==> config.mk <==
export PLATFORM = sky130hd
export DESIGN_NAME = pipeline_hazard_ctrl
export DESIGN_NICKNAME = d
export VERILOG_FILES = /design/src/rtl/pipeline_hazard_ctrl_pkg.sv /design/src/rtl/pipeline_hazard_ctrl_hazard_compare.sv /design/src/rtl/pipeline_hazard_ctrl.sv
export SDC_FILE = /design/constraint.sdc
export NUM_CORES = 1
export LEC_CHECK = 0
export ABC_AREA = 1
export CORE_AREA = 5 5 50 52
export DETAILED_ROUTE_END_ITERATION = 8
export DIE_AREA = 0 0 55 57
export PLACE_DENSITY = 0.67
export SLEW_MARGIN = 20
export SYNTH_ARGS = -nofsm -noshare
export SYNTH_HDL_FRONTEND = slang
export SYNTH_SLANG_ARGS = --single-unit
==> constraint.sdc <==
create_clock -name CLK -period 1.3 [get_ports CLK]
set_clock_uncertainty 0.05 [all_clocks]
set_input_delay 0.26 -clock CLK [delete_from_list [all_inputs] [get_ports CLK]]
set_output_delay 0.26 -clock CLK [all_outputs]
set_load 0.005 [all_outputs]
==> src/rtl/pipeline_hazard_ctrl_pkg.sv <==
// ---------------------------------------------------------------------------
// pipe_ctrl_pkg
// Shared types and widths for the pipeline hazard controller and the
// helpers built around it (hazard_compare, forwarding unit).
//   state_e : sequencer state (RUN / MEMWAIT / FLUSH)
//   REG_W   : register-index width of the ARM register file
//   PERF_W  : width of the optional performance counters
// ---------------------------------------------------------------------------
package pipe_ctrl_pkg;

    localparam int REG_W  = 4;
    localparam int PERF_W = 16;

    typedef enum logic [1:0] {
        RUN     = 2'd0,
        MEMWAIT = 2'd1,
        FLUSH   = 2'd2
    } state_e;

endpackage : pipe_ctrl_pkg

==> src/rtl/pipeline_hazard_ctrl_hazard_compare.sv <==
// ---------------------------------------------------------------------------
// hazard_compare
// Combinational load-use detector. Flags when the instruction in decode
// reads a register that the load sitting in ID/EX is about to write.
// Kept separate so the forwarding unit can reuse the same compare.
// Ports:
//   i_id_rn / i_id_rm           : decode source register indices
//   i_id_rn_used / i_id_rm_used : source actually read by the instruction
//   i_ex_load                   : ID/EX holds a load
//   i_ex_rf                     : ID/EX writes the register file
//   i_ex_rd                     : ID/EX destination register
//   o_hazard                    : load-use hazard present
// ---------------------------------------------------------------------------
module hazard_compare
    import pipe_ctrl_pkg::*;
(
    input  logic [REG_W-1:0] i_id_rn,
    input  logic [REG_W-1:0] i_id_rm,
    input  logic             i_id_rn_used,
    input  logic             i_id_rm_used,
    input  logic             i_ex_load,
    input  logic             i_ex_rf,
    input  logic [REG_W-1:0] i_ex_rd,
    output logic             o_hazard
);

    logic w_rn_hit;
    logic w_rm_hit;

    // An unused source field may hold garbage, so it only counts when used.
    assign w_rn_hit = i_id_rn_used & (i_id_rn == i_ex_rd);
    assign w_rm_hit = i_id_rm_used & (i_id_rm == i_ex_rd);
    assign o_hazard = i_ex_load & i_ex_rf & (w_rn_hit | w_rm_hit);

endmodule : hazard_compare

==> src/rtl/pipeline_hazard_ctrl.sv <==
// ---------------------------------------------------------------------------
// pipeline_hazard_ctrl
// Central stall/flush sequencer for the 5-stage ARM pipeline.
//   - load-use stall against ID/EX (one-cycle bubble)
//   - wrong-path squash after a taken branch (BR_PENALTY cycles)
//   - full freeze while multi-cycle data memory is busy, with timeout
// Optional build macro: HAZARD_PERF_EN adds Stall_Cycles / Flush_Events.
//
// Ports:
//   CLK, CLR (async active-low reset)
//   ID_Rn, ID_Rm, ID_Rn_Used, ID_Rm_Used : decode sources
//   EX_Load, EX_rf, EX_Rd                : ID/EX destination info
//   Branch_Taken                         : branch resolved taken
//   Mem_Req, Mem_Ready                   : data-memory handshake
//   PC_Enable, IFID_Enable, IFID_Clear, IDEX_Clear, EXMEM_Enable : controls
//   Mem_Error                            : sticky memory timeout flag
//   Dbg_State                            : current sequencer state
//   Stall_Cycles, Flush_Events           : perf counters (HAZARD_PERF_EN)
//
// Memory handshake: Mem_Req marks the cycle the MEM stage starts an access;
// the access completes in the cycle Mem_Ready is high. If Mem_Ready is high
// together with Mem_Req the access is single-cycle and nothing stalls.
// Outputs are Mealy: combinational from state and current inputs.
// ---------------------------------------------------------------------------
module pipeline_hazard_ctrl
    import pipe_ctrl_pkg::*;
#(
    parameter int BR_PENALTY  = 2,
    parameter int MEM_TIMEOUT = 15,
    parameter int CNT_W       = 4
)(
    input  logic             CLK,
    input  logic             CLR,
    input  logic [REG_W-1:0] ID_Rn,
    input  logic [REG_W-1:0] ID_Rm,
    input  logic             ID_Rn_Used,
    input  logic             ID_Rm_Used,
    input  logic             EX_Load,
    input  logic             EX_rf,
    input  logic [REG_W-1:0] EX_Rd,
    input  logic             Branch_Taken,
    input  logic             Mem_Req,
    input  logic             Mem_Ready,
    output logic             PC_Enable,
    output logic             IFID_Enable,
    output logic             IFID_Clear,
    output logic             IDEX_Clear,
    output logic             EXMEM_Enable,
    output logic             Mem_Error,
    output logic [1:0]       Dbg_State
`ifdef HAZARD_PERF_EN
    ,
    output logic [PERF_W-1:0] Stall_Cycles,
    output logic [PERF_W-1:0] Flush_Events
`endif
);

    localparam logic [CNT_W-1:0] TIMEOUT_C  = CNT_W'(MEM_TIMEOUT);
    localparam logic [CNT_W-1:0] FLUSH_LAST = CNT_W'(BR_PENALTY - 1);
    localparam logic [CNT_W-1:0] CNT_MAX    = {CNT_W{1'b1}};
    localparam logic [CNT_W-1:0] CNT_ONE    = CNT_W'(1);

    state_e           r_state;
    logic [CNT_W-1:0] r_cnt;
    logic             r_mem_err;

    state_e           w_next_state;
    logic [CNT_W-1:0] w_next_cnt;
    logic [CNT_W-1:0] w_cnt_inc;
    logic             w_set_err;
    logic             w_lu;
    logic             w_mem_stall;
    logic             w_flush_evt;
    logic             w_pc_en;
    logic             w_ifid_en;
    logic             w_ifid_clr;
    logic             w_idex_clr;
    logic             w_exmem_en;

    hazard_compare u_hazard_compare (
        .i_id_rn      (ID_Rn),
        .i_id_rm      (ID_Rm),
        .i_id_rn_used (ID_Rn_Used),
        .i_id_rm_used (ID_Rm_Used),
        .i_ex_load    (EX_Load),
        .i_ex_rf      (EX_rf),
        .i_ex_rd      (EX_Rd),
        .o_hazard     (w_lu)
    );

    assign w_mem_stall = Mem_Req & ~Mem_Ready;
    // Counter saturates rather than wrapping.
    assign w_cnt_inc   = (r_cnt == CNT_MAX) ? r_cnt : r_cnt + CNT_ONE;

    // -----------------------------------------------------------------
    // State register
    // -----------------------------------------------------------------
    always_ff @(posedge CLK or negedge CLR) begin
        if (!CLR) begin
            r_state   <= RUN;
            r_cnt     <= '0;
            r_mem_err <= 1'b0;
        end else begin
            r_state <= w_next_state;
            r_cnt   <= w_next_cnt;
            if (w_set_err) begin
                r_mem_err <= 1'b1;
            end
        end
    end

    // -----------------------------------------------------------------
    // Next state and Mealy outputs
    // -----------------------------------------------------------------
    always_comb begin
        w_next_state = r_state;
        w_next_cnt   = r_cnt;
        w_set_err    = 1'b0;
        w_flush_evt  = 1'b0;
        w_pc_en      = 1'b1;
        w_ifid_en    = 1'b1;
        w_ifid_clr   = 1'b0;
        w_idex_clr   = 1'b0;
        w_exmem_en   = 1'b1;

        case (r_state)
            RUN: begin
                if (w_mem_stall) begin
                    // Memory stall outranks branch and load-use.
                    w_pc_en      = 1'b0;
                    w_ifid_en    = 1'b0;
                    w_exmem_en   = 1'b0;
                    w_next_cnt   = CNT_ONE;
                    w_next_state = MEMWAIT;
                end else if (Branch_Taken) begin
                    w_ifid_clr  = 1'b1;
                    w_idex_clr  = 1'b1;
                    w_next_cnt  = CNT_ONE;
                    w_flush_evt = 1'b1;
                    // A one-cycle penalty is fully covered by this cycle.
                    if (BR_PENALTY != 1) begin
                        w_next_state = FLUSH;
                    end
                end else if (w_lu) begin
                    // Hold PC and IF/ID, inject one bubble into ID/EX; the
                    // load moves on next cycle so the hazard clears itself.
                    w_pc_en    = 1'b0;
                    w_ifid_en  = 1'b0;
                    w_idex_clr = 1'b1;
                end
            end

            MEMWAIT: begin
                // Whole pipeline frozen; branch and load-use are ignored
                // here and re-evaluated once back in RUN.
                w_pc_en    = 1'b0;
                w_ifid_en  = 1'b0;
                w_exmem_en = 1'b0;
                if (Mem_Ready) begin
                    w_next_state = RUN;
                    w_next_cnt   = '0;
                end else if (r_cnt == TIMEOUT_C) begin
                    w_set_err    = 1'b1;
                    w_next_state = RUN;
                    w_next_cnt   = '0;
                end else begin
                    w_next_cnt = w_cnt_inc;
                end
            end

            FLUSH: begin
                w_ifid_clr = 1'b1;
                w_idex_clr = 1'b1;
                if (w_mem_stall) begin
                    // Remaining flush cycles are dropped: the wrong-path
                    // instructions have already been cleared.
                    w_next_state = MEMWAIT;
                    w_next_cnt   = CNT_ONE;
                end else if (r_cnt == FLUSH_LAST) begin
                    w_next_state = RUN;
                    w_next_cnt   = '0;
                end else begin
                    w_next_cnt = w_cnt_inc;
                end
            end

            default: begin
                w_next_state = RUN;
                w_next_cnt   = '0;
            end
        endcase
    end

    // While CLR is low the outputs are forced to their reset values without
    // waiting for a clock edge.
    assign PC_Enable    = CLR & w_pc_en;
    assign IFID_Enable  = CLR & w_ifid_en;
    assign EXMEM_Enable = CLR & w_exmem_en;
    assign IFID_Clear   = ~CLR | w_ifid_clr;
    assign IDEX_Clear   = ~CLR | w_idex_clr;
    assign Mem_Error    = r_mem_err;
    assign Dbg_State    = r_state;

`ifdef HAZARD_PERF_EN
    logic [PERF_W-1:0] r_stall_cycles;
    logic [PERF_W-1:0] r_flush_events;

    // The flops only count while CLR is high, so the ungated PC enable is
    // the right stall qualifier.
    always_ff @(posedge CLK or negedge CLR) begin
        if (!CLR) begin
            r_stall_cycles <= '0;
            r_flush_events <= '0;
        end else begin
            if (!w_pc_en && (r_stall_cycles != {PERF_W{1'b1}})) begin
                r_stall_cycles <= r_stall_cycles + PERF_W'(1);
            end
            if (w_flush_evt && (r_flush_events != {PERF_W{1'b1}})) begin
                r_flush_events <= r_flush_events + PERF_W'(1);
            end
        end
    end

    assign Stall_Cycles = r_stall_cycles;
    assign Flush_Events = r_flush_events;
`endif

endmodule : pipeline_hazard_ctrl

==> out/qor.csv <==
metric;value;unit
reg2reg_slack;-270;ps
setup_viol;11;
overflow;0;
max_freq;0.607;GHz
grt_first_pass_wirelength;3.82;mm
path_class;flop to output port;
ys_ff_latch;7;
synth_edf_count;0;
core_area;0.00206;sq mm
wire_per_inst;11.3;um
vias;928;
hold_path.class;flop to flop;
maxCapViolCount;0;
cp_slowest_cell;dfrtp_1;
status;finished with violations;
timing.rr.start;Dbg_State[0]$_DFFE_PN0P_;
path_buf_inv;4;
dp_cells;191;
fp.dieW;55;um
synthArstFlopShare;1.00;
num_rows;17;
synth.area.top_cells;dfrtp_1, nand2_1, inv_1;
grt_pass1_vias;997;
cts_max_path_buffers;2;
fin_ws;-349;ps
synth_top_cell_area_share;0.254;
antenna_left;0;
comb_power_share;0.650;
root_buffer;clkbuf_4;
worstPathRequired;990;ps
worstSetupStartpointType;flop;
drtPass1Iterations;4;
post-route-period-util;1.27;
htreeDepth;1;
synth_nets;134;
syn-cell-area;689;sq um
leakage;0.763;nW
cts_made_buffers;3;
dieArea;0.00314;sq mm
setup_tns;-2690;ps
rr_worst_depth;12;
dp.final_hpwl;1.77;mm
antenna_found_initial;0;
antenna_cells;0;
layout.cells.non_filler;205;
p_sw;554;uW
highest_layer;met4;
tightest_slew;192;ps
drtIter0Drc;5;
pin_count;29;
syn-instance-count;110;
hold_buffers;0;
clkPwrFrac;0.134;
finalHoldViolations;0;
yosysTopAreaCell;dfrtp_1;
slew_headroom;0.871;
start_util;0.334;
synth_common_cells;nand2_1, inv_1, nor2_1, nand3_1, dfrtp_1;
seqPwrFrac;0.216;
clkSlewWorstSetupHoldPaths;50;ps
gp_congestion;0.792;
drv_slew;0;
wl_met2;1.30;mm
wl;2.32;mm
fin_crit;1650;ps
drc_errors;0;
crit_start;Dbg_State[0]$_DFFE_PN0P_;
ys_types;22;
grt_max_degree;8;
path_cells;inv_2 -> nand2_4 -> buf_6 -> nor2_4 -> nand3_2 -> nand2_2 -> inv_2 -> buf_6;
violations;negative setup slack;
cts_sinks;7;
grt.total_usage;0.162;
cp-end-kind;output port;
seq_area_frac_synth;0.254;
die_h;57;um
internal_power;912;uW
layout.nets;202;
crit_arrival;1340;ps
cts_tree;done;
vias_per_cell;4.53;
cp_max_fo;3;
rsz0062_at_grt;yes;
cpPeakStageDelay;410;ps
worst_r2r_endpoint;r_cnt[0]$_DFFE_PN0P_;
ys.flop_type;dfrtp_1;
p_sw_frac;0.378;
dr_wl_met3;182;um
yosys_warnings;0;
insertion_delay;250;ps
power_density;1050;mW/mm^2
syn2layout_area_growth;102;%
fill_cells;185;
synth.most_common_cell;nand2_1;
crit_end;IFID_Enable;
io_buffers;28;
avgSynthCellArea;6.27;sq um
ir_drop;0.850;mV
crit_family;flip-flops;
drive_gt1_frac;0.435;
met1Wirelength;798;um
cp_num_cells;8;
-- sequential cells by signal, indices dropped and copies added, names as in the netlist --
signal and flops:
r_cnt 4, Dbg_State 2, Mem_Error 1
-- layout by cell type (no fill, tap or decap), drive strengths merged --
cell / n
clkbuf: 4
o21bai: 1
nand3: 12
a21oi: 1
clkdlybuf4s50: 5
dfrtp: 7
ha: 3
dlygate4sd2: 17
o21ai: 7
a21o: 1
xor2: 1
buf: 42
nand2: 35
inv: 23
nor3: 1
nor2: 14
nand4: 1
xnor2: 2
-- timing repair --
action / in CTS / in global routing
buffers inserted: 12 / 1
gates cloned: 0 / 0
pin swaps: 18 / 5
gates resized for setup: 59 / 12
endpoints found under the setup margin: 14 / 13
-- routing by layer --
metal / vias up / global-route usage
met5: - / 0
li1: 474 / -
met4: 0 / 0.0660
met2: 24 / 0.313
met1: 426 / 0.164
met3: 4 / 0.0235
-- cell type report --
type	count	area, sq um	share of cell area
Multi-Input combinational cell	79	526	0.377
Clock buffer	4	26.3	0.0189
Tap cell	28	35.0	0.0251
Timing Repair Buffer	64	544	0.390
Sequential cell	7	176	0.127
Inverter	23	86.3	0.0619
-- power by group through the flow --
stage          clock (mW)  sequential, mW  combinational, mW
4_1_cts             0.208           0.313              0.887
3_5_place_dp            0           0.317              0.770
6_report            0.196           0.317              0.953
2_1_floorplan           0           0.312              0.354
5_1_grt             0.225           0.324               1.04
3_3_place_gp            0           0.315              0.750
-- how the worst min path moves through the flow --
stage                          startpoint                       end  slack (ps)  cells after the start
floorplan                             CLR  Dbg_State[0]$_DFFE_PN0P_         -90                      0
global placement    Mem_Error$_DFFE_PN0P_     Mem_Error$_DFFE_PN0P_         390                      1
detailed placement  Mem_Error$_DFFE_PN0P_     Mem_Error$_DFFE_PN0P_         400                      1
CTS                                   CLR  Dbg_State[1]$_DFFE_PN0P_         390                      3
global route                          CLR      r_cnt[3]$_DFFE_PN0P_         430                      3
finish              Mem_Error$_DFFE_PN0P_     Mem_Error$_DFFE_PN0P_         400                      1
-- kinds of logic after synthesis --
kind of cell | Yosys count | synth area share
simple gates | 63 | 0.432
buf+inv | 24 | 0.136
compound gates | 10 | 0.0853
flops | 7 | 0.254
xor+xnor | 3 | 0.0381
fa+ha+maj | 3 | 0.0545
-- through the flow --
stage                     hold WS, ps  total power, mW   util  setup slack (ps)  area [sq um]
after global routing              429             1.59  0.676              -436          1390
after detailed placement          399             1.09  0.596              -840          1230
after global placement            390             1.06  0.596              -789          1230
after floorplan                 -85.6            0.666      -             -12.5           726
after CTS                         393             1.41  0.649              -310          1340
final                             403             1.47  0.676              -349          1390
Power figures use the tool's default switching activity.
==> variant, RTL diff (config.mk and constraints unchanged) <==
Set the parameter `MEM_TIMEOUT` to 7 (it was 15).
--- a/src/rtl/pipeline_hazard_ctrl.sv
+++ b/src/rtl/pipeline_hazard_ctrl.sv
@@ -26,7 +26,7 @@
     import pipe_ctrl_pkg::*;
 #(
     parameter int BR_PENALTY  = 2,
-    parameter int MEM_TIMEOUT = 15,
+    parameter int MEM_TIMEOUT = 7,
     parameter int CNT_W       = 4
 )(
     input  logic             CLK,
Function: changed (Yosys sat finds a counterexample within 10 cycles, from zero or initial values).
==> variant against the original RTL <==
The run still ends with negative setup slack left. Worst hold slack gained 0.0069 ns. Final cell count shrank 4.4%. Count of clock-buffer cells in the layout is the same. Total power grew 8.4%. Wire length shrank 6.8%. Synthesized area shrank 0.54%. Sequential cell count is the same. Maximum frequency grew 3.0%. Design area shrank 7.1%. Setup slack gained 0.048 ns. Sequential share of layout area grew 0.97 points. Critical endpoint unchanged.
==> variant: results (changes against the original RTL) <==
* Outcome: finished, violations left (unchanged)
* Failing checks: negative setup slack (unchanged)
* Drt pass-1 iters at 5 (was 4)
* Layout cell share with drive strength beyond 1 at 42.9% (was 43.5%)
* CP Launch Point: Dbg_State[0] (unchanged)
* Netlist cell types at 19 (was 22)
* Antenna fix cells at 0 (unchanged)
* Crit path DAT at 1.29 ns (was 1.34 ns)
* Met1 WL at 868 um (was 798 um)
* R2R setup slack at -0.26 ns
* Sequential element share of the synthesized area at 25.5% (was 25.4%)
* Antenna violations before repair at 0 (unchanged)
* Post-synth top cells: nand2_1, inv_1, nand3_1, nor2_1, dfrtp_1 (was nand2_1, inv_1, nor2_1)
* Ys Warns at 0 (unchanged)
* Worst r2r path cells at 11 (was 12)
* Rel. slew slack at 84.6% (was 87.1%)
* Peak VDD IR at 1.12 mV (was 0.850 mV)
* 1st-iter DRT viols at 20 (was 5)
* WL met2 at 1.17 mm (was 1.30 mm)
* GR Util met2 at 26.0% (was 31.3%)
* RR Endpoint: Dbg_State[1] (was r_cnt[0])
* IO Port Bufs at 28 (unchanged)
* Adder-Cell Fraction of Synth Area at 3.65% (was 5.44%)
* Worst slack, placed at -0.850 ns (was -0.840 ns)
* Count of final setup violators at 12 (was 11)
* First-pass GRT wire length at 3.53 mm (was 3.82 mm)
* Ranking of synthesized cells by area: dfrtp_1, nand2_1, inv_1 (unchanged)
* Vias at 871 (was 928)
* TNS Setup at -2.34 ns (was -2.69 ns)
* Gp weighted congestion at 0.822 (was 0.792)
* DR WL met3 at 89 um (was 182 um)
* Register share of total power at 22.0% (was 21.6%)
* Clock Pin Slew Worst Setup and Hold Paths at 0.05 ns (about the same)
* Power Combinational at 1.04 mW (was 0.953 mW)
* Met1 usage at 18.2% (was 16.4%)
* Vias in the first global route at 886 (was 997)
* Largest stage delay, worst path at 0.39 ns (was 0.41 ns)
* XOR/XNOR Fraction of Synth Area at 3.83% (was 3.81%)
* DP Wirelength at 1.54 mm (was 1.77 mm)
* WHS at 0.410 ns (was 0.403 ns)
* Hold endpoint: Mem_Error (unchanged)
* Routing usage on met3 at 3.92% (was 2.35%)
* Critical-path maximum fanout at 2 (was 3)
* Leak at 0.690 nW (was 0.763 nW)
* Largest register by flop count: r_cnt (unchanged)
* Clock power frac at 12.6% (was 13.4%)
* Hold path depth at 1 (unchanged)
* Nets at 192 (was 202)
* Final worst slack at -0.301 ns (was -0.349 ns)
* Drt total wl at 2.16 mm (was 2.32 mm)
* Total track usage at 15.2% (was 16.2%)
* Complex-gate fraction of the synthesized area at 7.85% (was 8.53%)
* Most used DFF post-synth: dfrtp_1 (unchanged)
* H-tree depth at 1 (unchanged)
* Sw Pwr at 0.655 mW (was 0.554 mW)
-- variant: cell types whose count changed in the layout (fill, tap and decap cells not counted), moves of 2 or more --
| cell | change |
|---|---|
| o21ai_0 | +2 |
| buf_4 | -9 |
| nand2_2 | +3 |
| o21ai_1 | -3 |
| inv_1 | -4 |
| buf_6 | -3 |
| nor2_2 | +2 |
-- variant: what timing repair did --
item	CTS	global route
pin swaps	25	5
setup buffers	13	1
resized for setup	55	15
cloned	0	0
setup endpoints to repair	12	13
-- variant: layout make-up --
type | count | area (um2)
Tap cell | 28 | 35.0
Timing Repair Buffer | 54 | 463
Inverter | 21 | 81.3
Sequential cell | 7 | 176
Clock buffer | 4 | 26.3
Multi-Input combinational cell | 82 | 513
Fill cell | 189 | 768
-- variant: per-stage QoR --
step	instance area, um2	utilization, %	cells
6_report	1290	62.8	196
5_1_grt	1290	62.8	196
4_1_cts	1250	60.8	196
3_5_place_dp	1120	54.2	182
3_3_place_gp	1120	54.2	182
2_1_floorplan	689	-	111
